`src/rtl/y86_execute_stage.sv`:
```
// ---------------------------------------------------------------------------
// y86_execute_stage
//
// Execute stage of a pipelined Y86-64 processor. It reads the decode-to-execute
// (E) register fields, picks the ALU operands, computes valE, and maintains the
// {ZF,SF,OF} condition-code register. It also evaluates jXX/cmovXX conditions
// and registers the results into the execute-to-memory (M) pipeline register.
//
// Optional feature macro: EXE_PERF_CNT_EN
//   Adds the instruction counter perf_insn_cnt and the taken-jump counter
//   perf_taken_cnt. Both are 32 bits wide.
//
// Ports
//   clk, rst               : clock, synchronous active-high reset
//   E_*                    : decode-to-execute register fields
//   M_stall, M_bubble      : M register hold / NOP injection
//   cc_block               : downstream exception, suppresses the CC update
//   e_valE, e_dstE, e_Cnd  : combinational results for forwarding/mispredict
//   M_*                    : execute-to-memory pipeline register
//   cc_out                 : {ZF,SF,OF}
//   perf_*                 : event counters (EXE_PERF_CNT_EN only)
// ---------------------------------------------------------------------------
module y86_execute_stage #(
  parameter int         WIDTH    = 64,
  parameter logic [2:0] CC_RESET = 3'b100
) (
  input  logic             clk,
  input  logic             rst,
  input  logic             E_valid,
  input  logic [2:0]       E_stat,
  input  logic [3:0]       E_icode,
  input  logic [3:0]       E_ifun,
  input  logic [WIDTH-1:0] E_valC,
  input  logic [WIDTH-1:0] E_valA,
  input  logic [WIDTH-1:0] E_valB,
  input  logic [3:0]       E_dstE,
  input  logic [3:0]       E_dstM,
  input  logic             M_stall,
  input  logic             M_bubble,
  input  logic             cc_block,
  output logic [WIDTH-1:0] e_valE,
  output logic [3:0]       e_dstE,
  output logic             e_Cnd,
  output logic             M_valid,
  output logic [2:0]       M_stat,
  output logic [3:0]       M_icode,
  output logic             M_Cnd,
  output logic [WIDTH-1:0] M_valE,
  output logic [WIDTH-1:0] M_valA,
  output logic [3:0]       M_dstE,
  output logic [3:0]       M_dstM,
`ifdef EXE_PERF_CNT_EN
  output logic [31:0]      perf_insn_cnt,
  output logic [31:0]      perf_taken_cnt,
`endif
  output logic [2:0]       cc_out
);

  // Instruction codes
  localparam logic [3:0] I_NOP    = 4'h1;
  localparam logic [3:0] I_RRMOVQ = 4'h2;
  localparam logic [3:0] I_IRMOVQ = 4'h3;
  localparam logic [3:0] I_RMMOVQ = 4'h4;
  localparam logic [3:0] I_MRMOVQ = 4'h5;
  localparam logic [3:0] I_OPQ    = 4'h6;
  localparam logic [3:0] I_JXX    = 4'h7;
  localparam logic [3:0] I_CALL   = 4'h8;
  localparam logic [3:0] I_RET    = 4'h9;
  localparam logic [3:0] I_PUSHQ  = 4'hA;
  localparam logic [3:0] I_POPQ   = 4'hB;

  // ALU functions
  localparam logic [3:0] ALU_ADD = 4'h0;
  localparam logic [3:0] ALU_SUB = 4'h1;
  localparam logic [3:0] ALU_AND = 4'h2;
  localparam logic [3:0] ALU_XOR = 4'h3;

  // Status codes and the "no register" id
  localparam logic [2:0] S_AOK = 3'd1;
  localparam logic [2:0] S_INS = 3'd4;
  localparam logic [3:0] R_NONE = 4'hF;

  localparam logic [WIDTH-1:0] EIGHT = WIDTH'(8);

  typedef struct packed {
    logic             valid;
    logic [2:0]       stat;
    logic [3:0]       icode;
    logic             cnd;
    logic [WIDTH-1:0] val_e;
    logic [WIDTH-1:0] val_a;
    logic [3:0]       dst_e;
    logic [3:0]       dst_m;
  } m_reg_t;

  localparam m_reg_t M_BUBBLE = '{
    valid: 1'b0, stat: S_AOK, icode: I_NOP, cnd: 1'b0,
    val_e: '0, val_a: '0, dst_e: R_NONE, dst_m: R_NONE
  };

  // Shared 64-bit ALU: result and signed overflow for the four OPq functions.
  function automatic logic [WIDTH-1:0] alu_calc(input logic [3:0] fun,
                                                input logic [WIDTH-1:0] a,
                                                input logic [WIDTH-1:0] b);
    case (fun)
      ALU_ADD: return b + a;
      ALU_SUB: return b - a;
      ALU_AND: return b & a;
      ALU_XOR: return b ^ a;
      default: return '0;
    endcase
  endfunction

  function automatic logic alu_overflow(input logic [3:0] fun,
                                        input logic [WIDTH-1:0] a,
                                        input logic [WIDTH-1:0] b,
                                        input logic [WIDTH-1:0] res);
    logic sa, sb, sr;
    sa = a[WIDTH-1];
    sb = b[WIDTH-1];
    sr = res[WIDTH-1];
    case (fun)
      ALU_ADD: return (sa == sb) && (sr != sa);
      ALU_SUB: return (sa != sb) && (sr != sb);
      default: return 1'b0;
    endcase
  endfunction

  // Branch / conditional-move condition from {ZF,SF,OF}.
  function automatic logic cond_eval(input logic [3:0] fun, input logic [2:0] cc);
    logic zf, sf, of;
    zf = cc[2];
    sf = cc[1];
    of = cc[0];
    case (fun)
      4'd0:    return 1'b1;
      4'd1:    return (sf ^ of) | zf;
      4'd2:    return sf ^ of;
      4'd3:    return zf;
      4'd4:    return !zf;
      4'd5:    return !(sf ^ of);
      4'd6:    return !(sf ^ of) && !zf;
      default: return 1'b0;
    endcase
  endfunction

  logic [WIDTH-1:0] alu_a, alu_b, alu_res;
  logic [3:0]       alu_fun;
  logic             illegal_op;
  logic             set_cc;
  logic [2:0]       cc_new;
  logic [2:0]       cc_q;
  m_reg_t           m_load, m_q;

  // NOTE: every signal written here gets a default first so that no path
  // through the case statements leaves it unassigned (which would infer a latch).
  always_comb begin
    alu_a = '0;
    case (E_icode)
      I_RRMOVQ, I_OPQ:             alu_a = E_valA;
      I_IRMOVQ, I_RMMOVQ, I_MRMOVQ: alu_a = E_valC;
      I_CALL, I_PUSHQ:             alu_a = -EIGHT;
      I_RET, I_POPQ:               alu_a = EIGHT;
      default:                     alu_a = '0;
    endcase

    alu_b = '0;
    case (E_icode)
      I_RMMOVQ, I_MRMOVQ, I_OPQ, I_CALL, I_PUSHQ, I_RET, I_POPQ: alu_b = E_valB;
      default:                                                  alu_b = '0;
    endcase

    alu_fun    = (E_icode == I_OPQ) ? E_ifun : ALU_ADD;
    illegal_op = (E_icode == I_OPQ) && (E_ifun > 4'd3);
    alu_res    = alu_calc(alu_fun, alu_a, alu_b);
    cc_new     = {alu_res == '0, alu_res[WIDTH-1], alu_overflow(alu_fun, alu_a, alu_b, alu_res)};

    e_valE = illegal_op ? '0 : alu_res;
    // Conditions read the registered flags, i.e. the value before this edge's update.
    e_Cnd  = ((E_icode == I_JXX) || (E_icode == I_RRMOVQ)) ? cond_eval(E_ifun, cc_q) : 1'b0;
    // A cmovXX whose condition fails must not write its destination.
    e_dstE = ((E_icode == I_RRMOVQ) && !e_Cnd) ? R_NONE : E_dstE;

    set_cc = E_valid && (E_icode == I_OPQ) && !illegal_op && (E_stat == S_AOK)
             && !cc_block && !M_stall;

    m_load = M_BUBBLE;
    if (E_valid) begin
      m_load.valid = 1'b1;
      m_load.stat  = illegal_op ? S_INS : E_stat;
      m_load.icode = E_icode;
      m_load.cnd   = e_Cnd;
      m_load.val_e = e_valE;
      m_load.val_a = E_valA;
      m_load.dst_e = e_dstE;
      m_load.dst_m = E_dstM;
    end
  end

  // NOTE: state is updated with non-blocking assignments so every register
  // samples the pre-edge value of every other register, like real flops.
  always_ff @(posedge clk) begin
    if (rst) begin
      cc_q <= CC_RESET;
      m_q  <= M_BUBBLE;
    end else begin
      if (set_cc) cc_q <= cc_new;
      if (M_bubble)      m_q <= M_BUBBLE;
      else if (!M_stall) m_q <= m_load;
    end
  end

`ifdef EXE_PERF_CNT_EN
  // A "load" is an edge where the M register takes new E-stage contents.
  logic do_load;
  assign do_load = !M_bubble && !M_stall;

  always_ff @(posedge clk) begin
    if (rst) begin
      perf_insn_cnt  <= '0;
      perf_taken_cnt <= '0;
    end else if (do_load && E_valid) begin
      perf_insn_cnt <= perf_insn_cnt + 32'd1;
      if ((E_icode == I_JXX) && e_Cnd) perf_taken_cnt <= perf_taken_cnt + 32'd1;
    end
  end
`endif

  assign cc_out  = cc_q;
  assign M_valid = m_q.valid;
  assign M_stat  = m_q.stat;
  assign M_icode = m_q.icode;
  assign M_Cnd   = m_q.cnd;
  assign M_valE  = m_q.val_e;
  assign M_valA  = m_q.val_a;
  assign M_dstE  = m_q.dst_e;
  assign M_dstM  = m_q.dst_m;

endmodule

```
`config.mk`:
```
export PLATFORM = sky130hd
export DESIGN_NAME = y86_execute_stage
export DESIGN_NICKNAME = d
export VERILOG_FILES = /design/src/rtl/y86_execute_stage.sv
export SDC_FILE = /design/constraint.sdc
export NUM_CORES = 1
export LEC_CHECK = 0
export ABC_AREA = 1
export BUFFER_PORTS_ARGS = -buffer_cell sky130_fd_sc_hd__buf_2
export CAP_MARGIN = 20
export CORE_MARGIN = 8
export CORE_UTILIZATION = 30
export DETAILED_ROUTE_END_ITERATION = 16
export GPL_ROUTABILITY_DRIVEN = 0
export HOLD_SLACK_MARGIN = 0.15
export SYNTH_ARGS = -nofsm -noshare
export SYNTH_HDL_FRONTEND = slang
export SYNTH_SLANG_ARGS = --single-unit
export TNS_END_PERCENT = 30
```
`constraint.sdc`:
```
create_clock -name clk -period 12.9 [get_ports clk]
set_input_delay 3.87 -clock clk [delete_from_list [all_inputs] [get_ports clk]]
set_output_delay 3.87 -clock clk [all_outputs]
set_load 0.03 [all_outputs]
```
==> results of run 1 <==
-- stage by stage --
step | setup slack (ps) | instances | utilization (%) | setup TNS (ps)
floorplan | 1421 | 3047 | - | 0
CTS | 178.8 | 4194 | 36.80 | 0
finish | 332.2 | 4208 | 36.96 | 0
detailed placement | 194.6 | 4162 | 35.69 | 0
global route | -17.26 | 4203 | 36.94 | -24.32
global placement | 263.0 | 4162 | 35.69 | 0
-- cell type report --
type	instances	area share, %
timing repair buffer	460	11.87
clock buffer	17	2.085
multi-input combinational	2282	56.18
antenna	14	0.1717
tap	748	4.587
clock inverter	15	0.9198
inverter	524	9.664
sequential	148	14.52
-- timing repair --
action | CTS | global route
setup endpoints to repair | 0 | 19
gates resized for setup | 0 | 12
setup buffers | 0 | 0
-- final timing paths --
path | from | end | slack, ps | cells past startpoint
max | E_icode[1] | e_valE[43] | 330 | 31
min | M_valE[45]$_SDFFE_PP0N_ | M_valE[45]$_SDFFE_PP0N_ | 460 | 2
max reg2reg | cc_out[0]$_SDFFE_PP0P_ | M_dstE[3]$_SDFFE_PP1N_ | 11410 | 8
min reg2reg | M_valE[45]$_SDFFE_PP0N_ | M_valE[45]$_SDFFE_PP0N_ | 460 | 2
-- routing by layer --
| layer | wire [um] | vias up | GRT usage (%) |
|---|---|---|---|
| met5 | 110 | - | 0 |
| met4 | 2754 | 18 | 9.539 |
| met3 | 6909 | 147 | 6.086 |
| met2 | 32620 | 850 | 34.89 |
| met1 | 34560 | 9022 | 31.02 |
| li1 | - | 10280 | - |
-- critical path, delay by kind of cell --
family	cells	cell delay, ps
AO/OA/AOI/OAI	1	170
XOR/XNOR	1	180
adder cells (fa/ha/maj)	2	570
buffers and inverters	5	620
AND/OR/NAND/NOR	22	3280
-- layout by cell type, fill, tap and decap left out, drive strengths merged, types with 2 or more instances in the layout --
cell type and instances:
and2 3, dfxtp 148, o31ai 3, xnor2 2, nand4 44, o21a 4, inv 528, a21o 5
nand2 993, nor2 451, nand3 174, o22ai 12, a21oi 227, ha 124, diode 14, a41oi 2
nand3b 7, o21ai 68, buf 460, clkbuf 17, nor3 14, clkinv 10, or2 15, a22o 35
o211ai 3, xor2 63, a21boi 3, a31oi 7, o21bai 11, nor4 7
-- flip-flops by register name, indices dropped and copies added, names as in the netlist --
signal / cells
M_Cnd: 1
M_dstE: 4
M_dstM: 4
M_icode: 4
M_stat: 3
M_valA: 64
M_valE: 64
M_valid: 1
cc_out: 3
-- cell families (layout without fill, tap and decap cells) --
logic type	after synthesis	after routing	share of synthesized area, %
compound gates	383	383	12.98
xor+xnor	65	65	3.397
fa+ha+maj	125	125	9.377
buf+inv	617	1016	14.42
flops	148	148	17.68
other cells	0	14	0
simple gates	1709	1709	42.15
-- power by group --
part / leakage [uW] / internal [uW] / switching [uW] / total, uW
Sequential: 0.00120 / 467 / 5.04 / 472
Clock: 0.000294 / 262 / 286 / 549
Combinational: 0.0101 / 242 / 602 / 844
==> key figures, run 1 <==
Status
  • Status: completed

Clock network
  • Worst-path clk slew: 70 ps
  • CTS tree: built
  • Clk_lat worst skew: 500 ps
  • CTS max path bufs: 2
  • Root Buffer: clkbuf_16
  • CTS sink count: 148
  • H-tree depth: 4
  • Post-CTS Hold Fix Bufs: 0
  • Cts bufs inserted: 17

Worst setup path
  • Critical-path top delay cell: nor2_1
  • Crit path largest cell delay: 420 ps
  • Startpoint types: primary input
  • Worst endpoint required time: 9030 ps
  • CP arrival: 8700 ps
  • CP Max Fanout: 22
  • Crit path kind: primary input to output pin
  • Endpoint class of the critical path: output pin
  • Crit-path most repeated cell: nand2_1

Placement
  • Number of I/O port buffers: 433
  • Final HPWL DP: 64730 um
  • Dpl cell area: 19700 um2

Global routing
  • GRT overflow: 0
  • First-pass GRT wire length: 113500 um
  • GRT Overall Usage: 23.16%
  • Initial antenna violation count: 24
  • Largest net degree at the start of global routing: 72
  • Number of global-route vias before repair: 18920

Layout
  • Area of the multi-input gates: 11460 um2
  • Fillers: 6248
  • Area growth, synth to finish: 21.75%
  • Fin area: 20400 um2
  • Layout cells sized above 1: 17.06%
  • Register area: 2963 um2
  • Nets@finish: 3775

Timing
  • Minimum hold slack: 461.0 ps
  • Max-slew headroom: 42.50%
  • Worst slew pin tran: 862.5 ps
  • Fin crit period: 12570 ps
  • Skew final: 7.310 ps
  • Max Slew Vio Count: 0
  • # setup viols final: 0
  • Fmax: 79.57 MHz
  • Final period utilization: 97.42%
  • RSZ-0062 raised after global routing: yes
  • Final count of hold timing violations: 0

Floorplanning
  • Die Width: 252.4 um
  • Die height: 252.4 um
  • I/O pins: 434
  • Row count: 86
  • Core outline area: 55200 um2
  • Total Die Area: 63690 um2
  • Starting Density: 30.36%

Drt
  • Vias per cell: 4.827
  • WL/cell: 18.29 um
  • Drt total wl: 76960 um
  • Post-route ant nets: 0
  • Residual DRC: 0
  • Detailed router's first-iteration violation count: 1716
  • Drt first pass iters: 6
  • Vias: 20310

Worst hold path
  • Worst min path class: flip-flop to flip-flop

Yosys
  • Mean Syn Cell Area: 5.500 um2
  • Synthesized netlist cell count: 3047
  • Net Count, Synth: 3389
  • Mapped cell area: 16760 um2
  • Area share of the largest cell type after synthesis: 22.04%
  • Number of synthesized flops with an enable pin: 0
  • Top_reg_cell synth: dfxtp_1
  • Synth async-reset ratio: 0%
  • Ys Warns: 0
  • Cell with the most instances after synthesis: nand2_1
  • Sequential area share after synthesis: 17.68%
  • Most instantiated cells after synthesis: nand2_1, inv_1, nor2_1
  • Post-synth top area cell: nand2_1
  • Top cells by area, synth: nand2_1, dfxtp_1, inv_1
  • Unique masters post-synth: 48
  • Synthesis-stage register bit count: 148

Power and ir drop
  • Pwr Total: 1866 uW
  • Max rail drop VDD: 0.1109 mV
  • Leakage Power: 0.01161 uW
  • Power per cell area: 91.43 nW/um2

Job
  • Max-Cap Viols: 0
Power figures use the tool's default switching activity.
==> run 2, diff against run 1 <==
--- a/constraint.sdc
+++ b/constraint.sdc
@@ -3,2 +3,2 @@
 set_output_delay 3.87 -clock clk [all_outputs]
-set_load 0.03 [all_outputs]
+set_load 0.1 [all_outputs]
==> run 2 against run 1 <==
Effect of this change:
- count of clock-buffer cells in the layout increased by 1
- sequential power about the same
- final cell count fell by 0.14%
- critical path depth is 7 lower
- clock power decreased by 4.7%
- combinational power grew 47%
- power rose by 20%
- core utilization is 0.88 points higher
==> key figures, run 2 (synthesized netlist as in run 1, its figures left out) <==
Status
  • Status: completed

Worst setup path
  • CP arrival: 8730 ps (+30 ps)
  • WP depth: 24 (-23%)
  • Worst setup startpoint: E_icode[1]
  • Crit path kind: primary input to output pin
  • Buf/Inv on CP: 4 (-1)
  • Worst endpoint required time: 9030 ps (about the same)
  • Startpoint types: primary input
  • Worst-path cell chain: buf_2, nand2_1, nand2_2, nand2_4, buf_12, nor2_1, nor2_1, nand4_1, nor4b_4, nand2_4, o21ai_0, nand2_1, xor2_1, ha_1, nand2_1, nor2_1, inv_1, nor4_2, nand4_1, nand2_1, nand2_1, nand3_1, nand3_2, buf_12
  • FF-to-FF Start: cc_out[2]$_SDFFE_PP1P_
  • Endpoint class of the critical path: output pin
  • Critical-path top delay cell: ha_1
  • Crit path to: e_valE[62]
  • Reg2Reg Depth: 7 (-1)
  • R2R setup slack: 11380 ps (-30 ps)
  • Crit path max-delay family: simple AND/OR/NAND/NOR gates
  • Crit path largest cell delay: 420 ps (about the same)
  • R2r endpoint: M_dstE[1]$_SDFFE_PP1N_
  • CP Max Fanout: 41 (+86%)
  • Crit-path most repeated cell: nand2_1

Layout
  • Most frequent cells in the layout: nand2_1, inv_1, nor2_1
  • Layout cells sized above 1: 16.99% (-0.072 points)
  • Commonest non-fill, non-tap cell in the layout: nand2_1
  • Nets@finish: 3774 (-0.026%)
  • Area growth, synth to finish: 24.66%
  • Fillers: 6220 (-0.45%)
  • Final Util: 37.85% (+0.88 points)
  • Finished Layout Cells: 4202 (-0.14%)

Clock network
  • Clk_lat worst skew: 490 ps (about the same)
  • CTS max path bufs: 2 (unchanged)
  • CTS sink count: 148 (unchanged)
  • Root Buffer: clkbuf_16
  • CTS tree: built
  • Worst-path clk slew: 70 ps (about the same)
  • Cts bufs inserted: 17 (unchanged)
  • H-tree depth: 4 (unchanged)

Global routing
  • Initial antenna violation count: 18 (-25%)
  • GRT Overall Usage: 23.51% (+0.35 points)
  • First-pass GRT wire length: 115400 um (+1.7%)
  • Number of global-route vias before repair: 19560 (+3.4%)
  • GRT overflow: 0 (unchanged)
  • Largest net degree at the start of global routing: 73 (+1.4%)

Drt
  • Residual DRC: 0 (unchanged)
  • Vias per cell: 4.794 (-0.69%)
  • Drt total wl: 76950 um (about the same)
  • Drt first pass iters: 6 (unchanged)
  • WL/cell: 18.31 um (+0.13%)
  • Vias: 20150 (-0.83%)
  • Detailed router's first-iteration violation count: 1792 (+4.4%)
  • Post-route ant nets: 0 (unchanged)

Timing
  • Worst slew pin tran: 1001 ps (+138.4 ps)
  • Max Slew Vio Count: 0 (unchanged)
  • Max-slew headroom: 33.03% (-9.5 points)
  • Fmax: 79.35 MHz (-0.28%)
  • Final period utilization: 97.70% (+0.27 points)
  • # setup viols final: 0 (unchanged)
  • Minimum hold slack: 459.0 ps (-1.979 ps)
  • Setup TNS: 0 ps (unchanged)
  • Fin crit period: 12600 ps (+35.05 ps)
  • Final count of hold timing violations: 0 (unchanged)
  • Skew final: 5.856 ps (-1.454 ps)
  • Final WS setup: 297.2 ps (-35.05 ps)

Floorplanning
  • Die height: 252.4 um (unchanged)
  • Starting Density: 30.36% (unchanged)
  • Core outline area: 55200 um2 (unchanged)
  • Row count: 86 (unchanged)
  • I/O pins: 434 (unchanged)
  • Die Width: 252.4 um (unchanged)
  • Total Die Area: 63690 um2 (unchanged)

Power and ir drop
  • Power per cell area: 106.9 nW/um2 (+17%)
  • Leakage Power: 0.01177 uW (+1.4%)
  • Max rail drop VDD: 0.1039 mV (-6.3%)

Placement
  • Pre-CTS worst setup slack: 133.9 ps (-60.75 ps)
  • Number of I/O port buffers: 433 (unchanged)
  • Final HPWL DP: 64720 um (about the same)
  • Placed insts: 4160 (-0.048%)

Worst hold path
  • Worst min path class: flip-flop to flip-flop

Job
  • Max-Cap Viols: 0 (unchanged)
-- run 2: cell types whose count changed in the layout (fill, tap and decap cells not counted), sizes merged --
cell / change
buf: -1
bufinv: +2
clkbuf: +1
clkinv: -5
diode: -3
-- run 2: power breakdown --
part | switching (uW) | internal (uW)
Clock | 233 | 291
Sequential | 5.13 | 468
Combinational | 926 | 311
Total | 1160 | 1070
-- run 2: layout make-up --
| class | count | area [um2] | area share, % |
|---|---|---|---|
| antenna | 11 | 27.53 | 0.1318 |
| clock buffer | 18 | 439.2 | 2.102 |
| clock inverter | 12 | 145.1 | 0.6947 |
| inverter | 524 | 1972 | 9.438 |
| multi-input combinational | 2282 | 11450 | 54.79 |
| sequential | 148 | 2963 | 14.18 |
| tap | 748 | 935.9 | 4.480 |
| timing repair buffer | 459 | 2963 | 14.18 |
-- run 2: worst register-to-register path, cell delays in order, from the launching register on --
cell and delay (ps):
dfxtp_1 390, inv_1 100, a211oi_1 210, nand3_1 180, nand2_1 190, nand2_1 120
o22ai_1 120, nand2_1 60
-- run 2: worst min path at each step --
stage / endpoint / slack (ps) / from / depth (start not counted)
3_3_place_gp: M_valE[59]$_SDFFE_PP0N_ / 440 / M_valE[59]$_SDFFE_PP0N_ / 2
2_1_floorplan: M_valE[59]$_SDFFE_PP0N_ / 890 / M_valE[59]$_SDFFE_PP0N_ / 2
4_1_cts: M_valE[30]$_SDFFE_PP0N_ / 460 / M_valE[30]$_SDFFE_PP0N_ / 2
6_report: M_valE[59]$_SDFFE_PP0N_ / 460 / M_valE[59]$_SDFFE_PP0N_ / 2
5_1_grt: M_valE[37]$_SDFFE_PP0N_ / 480 / M_valE[37]$_SDFFE_PP0N_ / 2
3_5_place_dp: M_valE[30]$_SDFFE_PP0N_ / 450 / M_valE[30]$_SDFFE_PP0N_ / 2
-- run 2: metrics by stage --
| step | instance area [um2] | total power, uW |
|---|---|---|
| 6_report | 20890 | 2233 |
| 5_1_grt | 20880 | 2356 |
| 4_1_cts | 20820 | 2248 |
| 3_5_place_dp | 20230 | 1709 |
| 3_3_place_gp | 20230 | 1709 |
| 2_1_floorplan | 16760 | 1340 |
-- run 2: timing repair --
item                                    4_1_cts  5_1_grt
setup buffers                                 0        1
gates resized for setup                       0       10
hold buffers                                  0        0
endpoints found under the setup margin        0       14
-- run 2: metal layers --
layer  vias to the layer above  track usage (%)  part of all wire, %
met4                        16            9.390                  3.8
met1                      8927            31.52                   46
met2                       804            36.05                   43
li1                      10250                -                    -
met5                         -                0                 0.14
met3                       149            5.459                  7.9
==> run 3, diff against run 2 <==
- clock period: 12.9 -> 15.55 ns (I/O delays scaled with it)
==> run 3 against run 2 <==
Effect of this change:
- sequential cell count is the same
- die area unchanged
- combinational power decreased by 23%
- clock skew down 4.9 ps
- cell area is 3.2% lower
- critical endpoint unchanged
- largest cell class unchanged
- highest routed layer unchanged
==> key figures, run 3 (synthesized netlist as in run 1, its figures left out) <==
Status
  • Status: completed

Timing
  • Fin crit period: 14760 ps
  • Skew final: 1.002 ps (-4.854 ps)
  • Final period utilization: 94.95%
  • Worst slew pin tran: 1025 ps (+24.03 ps)
  • RSZ-0062 raised after global routing: no
  • Fmax: 67.73 MHz
  • Final WS setup: 785.9 ps (+488.7 ps)
  • Max-slew headroom: 31.42% (-1.6 points)
  • # setup viols final: 0 (unchanged)
  • Setup TNS: 0 ps (unchanged)
  • Max Slew Vio Count: 0 (unchanged)
  • Final count of hold timing violations: 0 (unchanged)
  • Minimum hold slack: 461.5 ps (+2.550 ps)

Drt
  • WL/cell: 18.31 um (about the same)
  • Vias per cell: 4.832 (+0.78%)
  • Drt total wl: 76870 um (-0.11%)
  • Residual DRC: 0 (unchanged)
  • Detailed router's first-iteration violation count: 1610 (-10%)
  • Post-route ant nets: 0 (unchanged)
  • Vias: 20290 (+0.71%)
  • Drt first pass iters: 6 (unchanged)

Floorplanning
  • Core outline area: 55200 um2 (unchanged)
  • Die Width: 252.4 um (unchanged)
  • I/O pins: 434 (unchanged)
  • Starting Density: 30.36% (unchanged)
  • Total Die Area: 63690 um2 (unchanged)
  • Die height: 252.4 um (unchanged)
  • Row count: 86 (unchanged)

Layout
  • Commonest non-fill, non-tap cell in the layout: nand2_1
  • Nets@finish: 3762 (-0.32%)
  • Layout cells sized above 1: 16.49% (-0.50 points)
  • Most frequent cells in the layout: nand2_1, inv_1, buf_2
  • Area growth, synth to finish: 20.68%

Clock network
  • Post-CTS Hold Fix Bufs: 0 (unchanged)
  • CTS sink count: 148 (unchanged)
  • Cts bufs inserted: 17 (unchanged)
  • Worst-path clk slew: 70 ps (about the same)
  • Clk_lat worst skew: 500 ps (about the same)
  • Post-CTS setup buffer count: 0 (unchanged)
  • H-tree depth: 4 (unchanged)
  • CTS max path bufs: 2 (unchanged)
  • Root Buffer: clkbuf_16
  • CTS tree: built
  • CTS resizes: 0 (unchanged)

Worst setup path
  • CP Max Fanout: 44 (+7.3%)
  • CP arrival: 10100 ps (+1370 ps)
  • Startpoint types: primary input
  • Endpoint class of the critical path: output pin
  • Crit path kind: primary input to output pin
  • Worst endpoint required time: 10890 ps (+1860 ps)

Global routing
  • GRT overflow: 0 (unchanged)
  • Most Used Layer, Global Route: met2
  • Initial antenna violation count: 32 (+14)
  • First-pass GRT wire length: 115300 um (-0.10%)
  • Number of global-route vias before repair: 19510 (-0.28%)
  • GRT Overall Usage: 23.45% (-0.063 points)
  • GR Util met3: 6.343% (+0.88 points)
  • Met1 usage: 30.95% (-0.56 points)
  • Grt met2 use: 36.37% (+0.32 points)
  • Largest net degree at the start of global routing: 70 (-4.1%)

Power and ir drop
  • Pwr Total: 1783 uW (-20%)
  • Max rail drop VDD: 0.08774 mV (-16%)
  • Leakage Power: 0.01154 uW (-2.0%)
  • Power per cell area: 88.18 nW/um2 (-18%)

Placement
  • Pre-CTS worst setup slack: 867.6 ps (+733.7 ps)
  • Final HPWL DP: 64580 um (-0.22%)
  • Number of I/O port buffers: 433 (unchanged)

Job
  • Max-Cap Viols: 0 (unchanged)

Worst hold path
  • Worst min path class: flip-flop to flip-flop
run 3: cell type report:
type                       instances  area, um2
inverter                         524       1972
timing repair buffer             447       2300
fill                            6314      34970
multi-input combinational       2282      11410
sequential                       148       2963
clock inverter                    15      178.9
tap                              748      935.9
antenna                           18      45.04
clock buffer                      17      425.4
run 3: final timing paths:
path,cells past startpoint,end,from,slack [ps]
setup / recovery,27,e_valE[62],E_icode[1],790
hold / removal,2,M_valE[59]$_SDFFE_PP0N_,M_valE[59]$_SDFFE_PP0N_,460
setup reg to reg,8,M_dstE[3]$_SDFFE_PP1N_,cc_out[0]$_SDFFE_PP0P_,14040
hold reg to reg,2,M_valE[59]$_SDFFE_PP0N_,M_valE[59]$_SDFFE_PP0N_,460
run 3: worst max-delay path, stage by stage:
cell	delay [ps]
buf_2	150
nand2_1	150
nand2_2	110
nand2_4	370
o22ai_1	240
inv_1	100
ha_1	180
nand3_2	100
nor2_2	120
nand3_2	110
nor2_4	130
nand4_4	120
nor2_4	170
nand2_4	100
o21ai_0	370
nand2_1	120
xor2_1	180
ha_1	420
nand2_1	140
nor2_1	140
inv_1	90
nor4_1	610
nand4_1	300
nand3_1	160
nand3_1	80
nand3_1	170
buf_2	460
run 3: per-stage QoR:
step / util, % / instances / instance area, um2
after floorplan: - / 3047 / 16760
after global placement: 35.43 / 4148 / 19560
after detailed placement: 35.43 / 4148 / 19560
after CTS: 36.52 / 4180 / 20160
after global routing: 36.62 / 4194 / 20210
final: 36.64 / 4199 / 20230
run 3: metal layers:
metal  part of all wire [%]  wire, um
met1                     45     34510
met2                     43     33040
met3                    8.9      6853
met4                    3.0      2309
met5                   0.21       159
run 3: where the power goes:
part / internal (uW) / switching, uW
registers: 388 / 4.19
logic: 197 / 756
clock network: 216 / 222
total: 801 / 982
